### src/rtl/mac_reg_pkg.sv
// Shared definitions for the MAC CPU register bus: FSM states, register map,
// data widths and register reset defaults.
package mac_reg_pkg;

    localparam int REG_IDX_W  = 7;
    localparam int REG_DATA_W = 16;

    typedef enum logic [2:0] {
        ST_IDLE   = 3'd0,
        ST_SETUP  = 3'd1,
        ST_STROBE = 3'd2,
        ST_HOLD   = 3'd3,
        ST_RESP   = 3'd4
    } state_e;

    // Register indices; the bus byte address is {index, 1'b0}.
    localparam logic [REG_IDX_W-1:0] REG_TX_HWMARK            = 7'd0;
    localparam logic [REG_IDX_W-1:0] REG_TX_LWMARK            = 7'd1;
    localparam logic [REG_IDX_W-1:0] REG_PAUSE_FRAME_SEND_EN  = 7'd2;
    localparam logic [REG_IDX_W-1:0] REG_PAUSE_QUANTA_SET     = 7'd3;
    localparam logic [REG_IDX_W-1:0] REG_IFG_SET              = 7'd4;
    localparam logic [REG_IDX_W-1:0] REG_FULL_DUPLEX          = 7'd5;
    localparam logic [REG_IDX_W-1:0] REG_MAX_RETRY            = 7'd6;
    localparam logic [REG_IDX_W-1:0] REG_TX_ADD_EN            = 7'd7;
    localparam logic [REG_IDX_W-1:0] REG_TX_ADD_PROM_DATA     = 7'd8;
    localparam logic [REG_IDX_W-1:0] REG_TX_ADD_PROM_ADD      = 7'd9;
    localparam logic [REG_IDX_W-1:0] REG_TX_ADD_PROM_WR       = 7'd10;
    localparam logic [REG_IDX_W-1:0] REG_TX_PAUSE_EN          = 7'd11;
    localparam logic [REG_IDX_W-1:0] REG_XOFF_CPU             = 7'd12;
    localparam logic [REG_IDX_W-1:0] REG_XON_CPU              = 7'd13;
    localparam logic [REG_IDX_W-1:0] REG_RX_ADD_CHK_EN        = 7'd14;
    localparam logic [REG_IDX_W-1:0] REG_RX_ADD_PROM_DATA     = 7'd15;
    localparam logic [REG_IDX_W-1:0] REG_RX_ADD_PROM_ADD      = 7'd16;
    localparam logic [REG_IDX_W-1:0] REG_RX_ADD_PROM_WR       = 7'd17;
    localparam logic [REG_IDX_W-1:0] REG_BROADCAST_FILTER_EN  = 7'd18;
    localparam logic [REG_IDX_W-1:0] REG_BROADCAST_BUCKET_DEP = 7'd19;
    localparam logic [REG_IDX_W-1:0] REG_BROADCAST_BUCKET_INT = 7'd20;
    localparam logic [REG_IDX_W-1:0] REG_RX_APPEND_CRC        = 7'd21;
    localparam logic [REG_IDX_W-1:0] REG_RX_HWMARK            = 7'd22;
    localparam logic [REG_IDX_W-1:0] REG_RX_LWMARK            = 7'd23;
    localparam logic [REG_IDX_W-1:0] REG_CRC_CHK_EN           = 7'd24;
    localparam logic [REG_IDX_W-1:0] REG_RX_IFG_SET           = 7'd25;
    localparam logic [REG_IDX_W-1:0] REG_RX_MAX_LENGTH        = 7'd26;
    localparam logic [REG_IDX_W-1:0] REG_CPU_RD_GRANT         = 7'd30;
    localparam logic [REG_IDX_W-1:0] REG_CPU_RD_DOUT          = 7'd31;
    localparam logic [REG_IDX_W-1:0] REG_SPEED                = 7'd33;

    localparam logic [REG_DATA_W-1:0] DEF_TX_HWMARK     = 16'h001E;
    localparam logic [REG_DATA_W-1:0] DEF_TX_LWMARK     = 16'h0019;
    localparam logic [REG_DATA_W-1:0] DEF_PAUSE_QUANTA  = 16'h00FF;
    localparam logic [REG_DATA_W-1:0] DEF_IFG_SET       = 16'h001E;
    localparam logic [REG_DATA_W-1:0] DEF_FULL_DUPLEX   = 16'h0001;
    localparam logic [REG_DATA_W-1:0] DEF_MAX_RETRY     = 16'h0002;
    localparam logic [REG_DATA_W-1:0] DEF_RX_HWMARK     = 16'h0018;
    localparam logic [REG_DATA_W-1:0] DEF_RX_LWMARK     = 16'h0010;
    localparam logic [REG_DATA_W-1:0] DEF_CRC_CHK_EN    = 16'h0001;
    localparam logic [REG_DATA_W-1:0] DEF_RX_IFG_SET    = 16'h000C;
    localparam logic [REG_DATA_W-1:0] DEF_RX_MAX_LENGTH = 16'h2710;
    localparam logic [REG_DATA_W-1:0] DEF_SPEED         = 16'h0004;

    function automatic logic [REG_DATA_W-1:0] reg_default(input logic [REG_IDX_W-1:0] idx);
        case (idx)
            REG_TX_HWMARK:        return DEF_TX_HWMARK;
            REG_TX_LWMARK:        return DEF_TX_LWMARK;
            REG_PAUSE_QUANTA_SET: return DEF_PAUSE_QUANTA;
            REG_IFG_SET:          return DEF_IFG_SET;
            REG_FULL_DUPLEX:      return DEF_FULL_DUPLEX;
            REG_MAX_RETRY:        return DEF_MAX_RETRY;
            REG_RX_HWMARK:        return DEF_RX_HWMARK;
            REG_RX_LWMARK:        return DEF_RX_LWMARK;
            REG_CRC_CHK_EN:       return DEF_CRC_CHK_EN;
            REG_RX_IFG_SET:       return DEF_RX_IFG_SET;
            REG_RX_MAX_LENGTH:    return DEF_RX_MAX_LENGTH;
            REG_SPEED:            return DEF_SPEED;
            default:              return '0;
        endcase
    endfunction

endpackage

### src/rtl/reg_bus_master.sv
// Single-request initiator for the MAC CPU register bus with programmable
// setup/strobe/hold timing and a valid/ready request/response interface.
module reg_bus_master
    import mac_reg_pkg::*;
#(
    parameter int unsigned SETUP_CYC  = 1,
    parameter int unsigned STROBE_CYC = 2,
    parameter int unsigned HOLD_CYC   = 1,
    parameter int unsigned MAX_IDX    = 33
) (
    input  logic                  Clk_reg,
    input  logic                  Reset_n,
    input  logic                  Req_valid,
    output logic                  Req_ready,
    input  logic                  Req_wr,
    input  logic [REG_IDX_W-1:0]  Req_idx,
    input  logic [REG_DATA_W-1:0] Req_wdata,
    output logic                  Rsp_valid,
    input  logic                  Rsp_ready,
    output logic [REG_DATA_W-1:0] Rsp_rdata,
    output logic                  Rsp_err,
    output logic                  Busy,
    output logic                  CSB,
    output logic                  WRB,
    output logic [7:0]            CA,
    output logic [REG_DATA_W-1:0] CD_in,
    input  logic [REG_DATA_W-1:0] CD_out
);

    localparam logic [3:0] SETUP_LOAD  = 4'(SETUP_CYC - 1);
    localparam logic [3:0] STROBE_LOAD = 4'(STROBE_CYC - 1);
    localparam logic [3:0] HOLD_LOAD   = (HOLD_CYC == 0) ? 4'd0 : 4'(HOLD_CYC - 1);
    localparam bit         HAS_HOLD    = (HOLD_CYC != 0);
    localparam logic [REG_IDX_W-1:0] MAX_IDX_L = REG_IDX_W'(MAX_IDX);

    state_e                state_q, state_d;
    logic [3:0]            cnt_q, cnt_d;
    logic                  wr_q, wr_d;
    logic [7:0]            ca_q, ca_d;
    logic [REG_DATA_W-1:0] cd_q, cd_d;
    logic [REG_DATA_W-1:0] rdata_q, rdata_d;
    logic                  err_q, err_d;
    logic                  csb_q, csb_d;
    logic                  wrb_q, wrb_d;

    always_comb begin
        // NOTE: every signal takes its held value first so no branch can leave
        // one unassigned and infer a latch.
        state_d = state_q;
        cnt_d   = cnt_q;
        wr_d    = wr_q;
        ca_d    = ca_q;
        cd_d    = cd_q;
        rdata_d = rdata_q;
        err_d   = err_q;

        case (state_q)
            ST_IDLE: begin
                if (Req_valid) begin
                    wr_d    = Req_wr;
                    rdata_d = '0;
                    if (Req_idx > MAX_IDX_L) begin
                        err_d   = 1'b1;
                        state_d = ST_RESP;
                    end else begin
                        err_d   = 1'b0;
                        ca_d    = {Req_idx, 1'b0};
                        if (Req_wr) begin
                            cd_d = Req_wdata;
                        end
                        cnt_d   = SETUP_LOAD;
                        state_d = ST_SETUP;
                    end
                end
            end
            ST_SETUP: begin
                if (cnt_q == 4'd0) begin
                    // Writes always strobe for a single cycle.
                    cnt_d   = wr_q ? 4'd0 : STROBE_LOAD;
                    state_d = ST_STROBE;
                end else begin
                    cnt_d = cnt_q - 4'd1;
                end
            end
            ST_STROBE: begin
                if (cnt_q == 4'd0) begin
                    if (!wr_q) begin
                        rdata_d = CD_out;
                    end
                    if (HAS_HOLD) begin
                        cnt_d   = HOLD_LOAD;
                        state_d = ST_HOLD;
                    end else begin
                        state_d = ST_RESP;
                    end
                end else begin
                    cnt_d = cnt_q - 4'd1;
                end
            end
            ST_HOLD: begin
                if (cnt_q == 4'd0) begin
                    state_d = ST_RESP;
                end else begin
                    cnt_d = cnt_q - 4'd1;
                end
            end
            ST_RESP: begin
                if (Rsp_ready) begin
                    state_d = ST_IDLE;
                end
            end
            default: state_d = ST_IDLE;
        endcase

        // Strobes are decoded from the next state so the pins come straight from flops.
        csb_d = (state_d != ST_STROBE);
        wrb_d = !((state_d == ST_STROBE) && wr_q);
    end

    // NOTE: sequential state uses non-blocking assignments so every flop
    // samples the pre-edge values regardless of statement order.
    always_ff @(posedge Clk_reg or negedge Reset_n) begin
        if (!Reset_n) begin
            state_q <= ST_IDLE;
            cnt_q   <= 4'd0;
            wr_q    <= 1'b0;
            ca_q    <= 8'd0;
            cd_q    <= '0;
            rdata_q <= '0;
            err_q   <= 1'b0;
            csb_q   <= 1'b1;
            wrb_q   <= 1'b1;
        end else begin
            state_q <= state_d;
            cnt_q   <= cnt_d;
            wr_q    <= wr_d;
            ca_q    <= ca_d;
            cd_q    <= cd_d;
            rdata_q <= rdata_d;
            err_q   <= err_d;
            csb_q   <= csb_d;
            wrb_q   <= wrb_d;
        end
    end

    assign Req_ready = (state_q == ST_IDLE);
    assign Rsp_valid = (state_q == ST_RESP);
    assign Busy      = (state_q != ST_IDLE);
    assign Rsp_rdata = rdata_q;
    assign Rsp_err   = err_q;
    assign CSB       = csb_q;
    assign WRB       = wrb_q;
    assign CA        = ca_q;
    assign CD_in     = cd_q;

endmodule

### config.mk
export PLATFORM = sky130hd
export DESIGN_NAME = reg_bus_master
export DESIGN_NICKNAME = d
export VERILOG_FILES = /design/src/rtl/mac_reg_pkg.sv /design/src/rtl/reg_bus_master.sv
export SDC_FILE = /design/constraint.sdc
export NUM_CORES = 1
export LEC_CHECK = 0
export ABC_AREA = 0
export BUFFER_PORTS_ARGS = -buffer_cell sky130_fd_sc_hd__clkbuf_2
export CORE_ASPECT_RATIO = 1.4
export CORE_UTILIZATION = 25
export DETAILED_ROUTE_END_ITERATION = 10
export PLACE_DENSITY = 0.51
export SYNTH_ARGS = -nofsm -noshare
export SYNTH_HDL_FRONTEND = slang
export SYNTH_SLANG_ARGS = --single-unit
export TNS_END_PERCENT = 30
### constraint.sdc
create_clock -name Clk_reg -period 2.41 [get_ports Clk_reg]
set_input_delay 0.241 -clock Clk_reg [delete_from_list [all_inputs] [get_ports Clk_reg]]
set_output_delay 0.241 -clock Clk_reg [all_outputs]
set_load 0.05 [all_outputs]
==> impl_results.md <==
- CTS buffer count: 5
- Worst-Skew Late Latency: 0.28 ns
- Status: finished, final reports clean
- Final TNS setup: 0 ns
- Clock-pin slew on the worst setup and hold paths: 0.06 ns
- Critical Path Source Type: flip-flop
- Clock sink count: 50
- Warning count from the yosys run: 0
- Clock Power Share: 15.8%
- Area Overhead vs Synth: 32.34%
- Clock buffer depth: 2
- Combinational share of power: 51.6%
- Global Route Usage Sum: 10.92%
- Max cap viols: 0
- Vias: 1,618
- Worst VDD drop: 626.0 µV
- Crit path kind: reg -> reg
- Post-layout min period: 1.857 ns
- Die area: 0.009112 mm²
- Required time worst endpoint: 2.57 ns
- RSZ-0062 raised after global routing: no
- Cells after Synth: 186
- WP data arrival: 2.01 ns
- Final GP Congestion: 0.7243
- Worst reg2reg path depth: 7
- Net Count, Synth: 232
- Largest net degree at the start of global routing: 33
- Starting density of the core: 25.65%
- CTS tree: yes
- I/O pin count: 90
- Residual DRC count: 0
- Hold Path Depth: 2
- Hold Vio Cnt, Final: 0
- Max-slew headroom: 58.77%
- Fillers: 923
- Clock Tree Root: clkbuf_16
- Clock skew: 0.005182 ns
- Max Slew Vio Count: 0
- Final period util: 77.07%
- P_int: 2.174 mW
- Sequential Power Share: 32.6%
- Antenna Cells: 0
- Die X-Extent: 80.96 µm
- Vias/cell: 4.225
- Die Span Y: 112.5 µm
- Vias in the first global route: 1,611
- Worst hold margin: 0.1652 ns
- Syn_area_per_cell: 11.73 µm²
- Design Area, Final: 0.002888 mm²
- Routed length per instance: 12.18 µm
- Synthesized flop and latch total: 50
- Fmax: 0.5384 GHz
- PD cells: 1467 mW/mm²
- Leak: 1.543 nW
- DRT antenna net count: 0
- CP endpoint kind: flip-flop
- Total wire length: 4665 µm
- Half-perimeter wire length after placement: 3471 µm
- Htree depth: 2
- Nets: 324
- First-pass GRT wire length: 7610 µm
- Final setup viols: 0
- Total core area: 0.008508 mm²
- Layout cell share with drive strength beyond 1: 46.40%
- Worst slew pin tran: 0.6185 ns
- Post-DP Area: 0.002741 mm²
- Initial antenna violation count: 0
- Row count: 40
- Cts repair resizes: 0
- First-pass DRT Iterations: 3
- Hold Crit Class: in -> reg
- Switching Share: 48.68%
- Register area share after synthesis: 57.45%
- GR Overflow Total: 0
- Netlist cell types: 37
- Netlist Area Pre-Place: 0.002182 mm²
- Initial DRC count: 56
- Worst-path maximum fanout: 32
- Psw: 2.062 mW
- # port buffers: 88
## layout make-up
class / instances / area [µm²] / area share (%)
clock inverters: 1 / 7.507 / 0.2600
flip-flops and latches: 50 / 1254 / 43.41
multi-input cells: 102 / 777.0 / 26.91
clock buffers: 6 / 128.9 / 4.463
repair buffers: 96 / 503.0 / 17.42
well taps: 105 / 131.4 / 4.549
inverters: 23 / 86.33 / 2.990
## path summary, 6_finish.rpt
check	slack, ns	start	endpoint
worst max-delay path	0.55	cnt_q[0]	Rsp_rdata[2]
worst min-delay path	0.17	Rsp_ready	state_q[2]
worst max register to register	0.55	cnt_q[0]	Rsp_rdata[2]
worst min register to register	0.50	Rsp_rdata[4]	Rsp_rdata[4]
max in group asynchronous	1.18	Reset_n	CD_in[5]
min in group asynchronous	0.50	Reset_n	CA[1]
## routing by layer
| layer | up-vias | GRT usage, % | wire length (µm) |
|---|---|---|---|
| met3 | 2 | 3.008 | 227 |
| met2 | 47 | 18.26 | 2384 |
| met1 | 759 | 13.45 | 2031 |
| li1 | 810 | - | - |
| met5 | - | 0 | 0 |
| met4 | 0 | 3.214 | 22 |
## cells in the final DEF, fill, tap and decap left out, drive strengths merged, types with 4 or more instances in the layout
cell     n
inv     23
dfrtp   48
mux2    22
nor2     5
clkbuf  94
a21oi    4
or3      4
buf      7
nand3   16
o21ai   17
nand2    5
## worst max-delay path, stage by stage, from the launching register on
cell and delay [ns]:
dfrtp_1 0.43, inv_1 0.10, ha_1 0.16, nor3b_1 0.44, nand4b_1 0.16, buf_4 0.25
nand3_1 0.10, o21ai_0 0.08
## sequential cells by signal (all words and copies together), names as in the netlist
register   count
wr_q           1
CA             7
state_q        3
CD_in         16
CSB            1
cnt_q          4
WRB            1
Rsp_rdata     16
Rsp_err        1
## through the flow
step,power (mW),utilization [%],instances,setup WS (ns)
global route,4.493,33.94,383,0.3151
floorplan,3.088,-,186,0.5630
CTS,4.308,33.94,383,0.5376
global placement,3.583,32.22,375,0.5350
detailed placement,3.615,32.22,375,0.5173
finish,4.236,33.94,383,0.5527
## kinds of logic after synthesis
group | count (synthesis) | share of synthesized area, %
AO/OA/AOI/OAI | 32 | 9.462
multiplexers | 22 | 13.07
AND/OR/NAND/NOR | 44 | 11.35
other | 1 | 0.1719
adder cells (fa/ha/maj) | 2 | 1.147
XOR/XNOR | 1 | 0.4014
buffers and inverters | 34 | 6.937
flip-flops | 50 | 57.45
## power by group through the flow
stage | Clock [mW] | Sequential [mW] | Combinational, mW
3_5_place_dp | 0 | 1.40 | 2.21
4_1_cts | 0.703 | 1.39 | 2.21
5_1_grt | 0.733 | 1.43 | 2.33
6_report | 0.669 | 1.38 | 2.19
3_3_place_gp | 0 | 1.39 | 2.19
2_1_floorplan | 0 | 2.23 | 0.856
## cell usage after synthesis
master,number,area share [%]
nor3_1,1,0.23
nor3b_1,2,0.69
nand2_2,1,0.29
o22ai_1,3,0.86
o21ai_0,17,3.9
buf_6,2,1.0
conb_1,1,0.17
inv_1,23,4.0
nand4b_1,1,0.40
buf_4,2,0.69
a21oi_1,4,0.92
nor2b_1,1,0.29
buf_2,1,0.23
dfstp_2,2,2.4
and3_1,1,0.29
xor2_1,1,0.40
mux2_4,10,6.9
nand3_1,16,3.7
or4_1,1,0.34
dfrtp_1,48,55
nor2_2,1,0.29
o41ai_4,1,1.3
nand2_1,4,0.69
a21o_1,2,0.69
clkbuf_1,6,1.0
nand2b_1,3,0.86
mux2_2,12,6.2
o2bb2ai_1,2,0.80
or3b_2,1,0.40
nor4b_1,1,0.40
nand3b_1,2,0.69
a31oi_1,1,0.29
o31ai_1,1,0.34
nor2_1,4,0.69
a311oi_1,1,0.40
ha_1,2,1.1
or3_1,4,1.1
## what timing repair did
item | 4_1_cts | 5_1_grt
endpoints found under the hold margin | 18 | 0
buffers inserted | 0 | 0
endpoints found under the setup margin | 0 | 0
hold buffers | 1 | 0
Note: power is estimated with default switching activity, not from simulation.
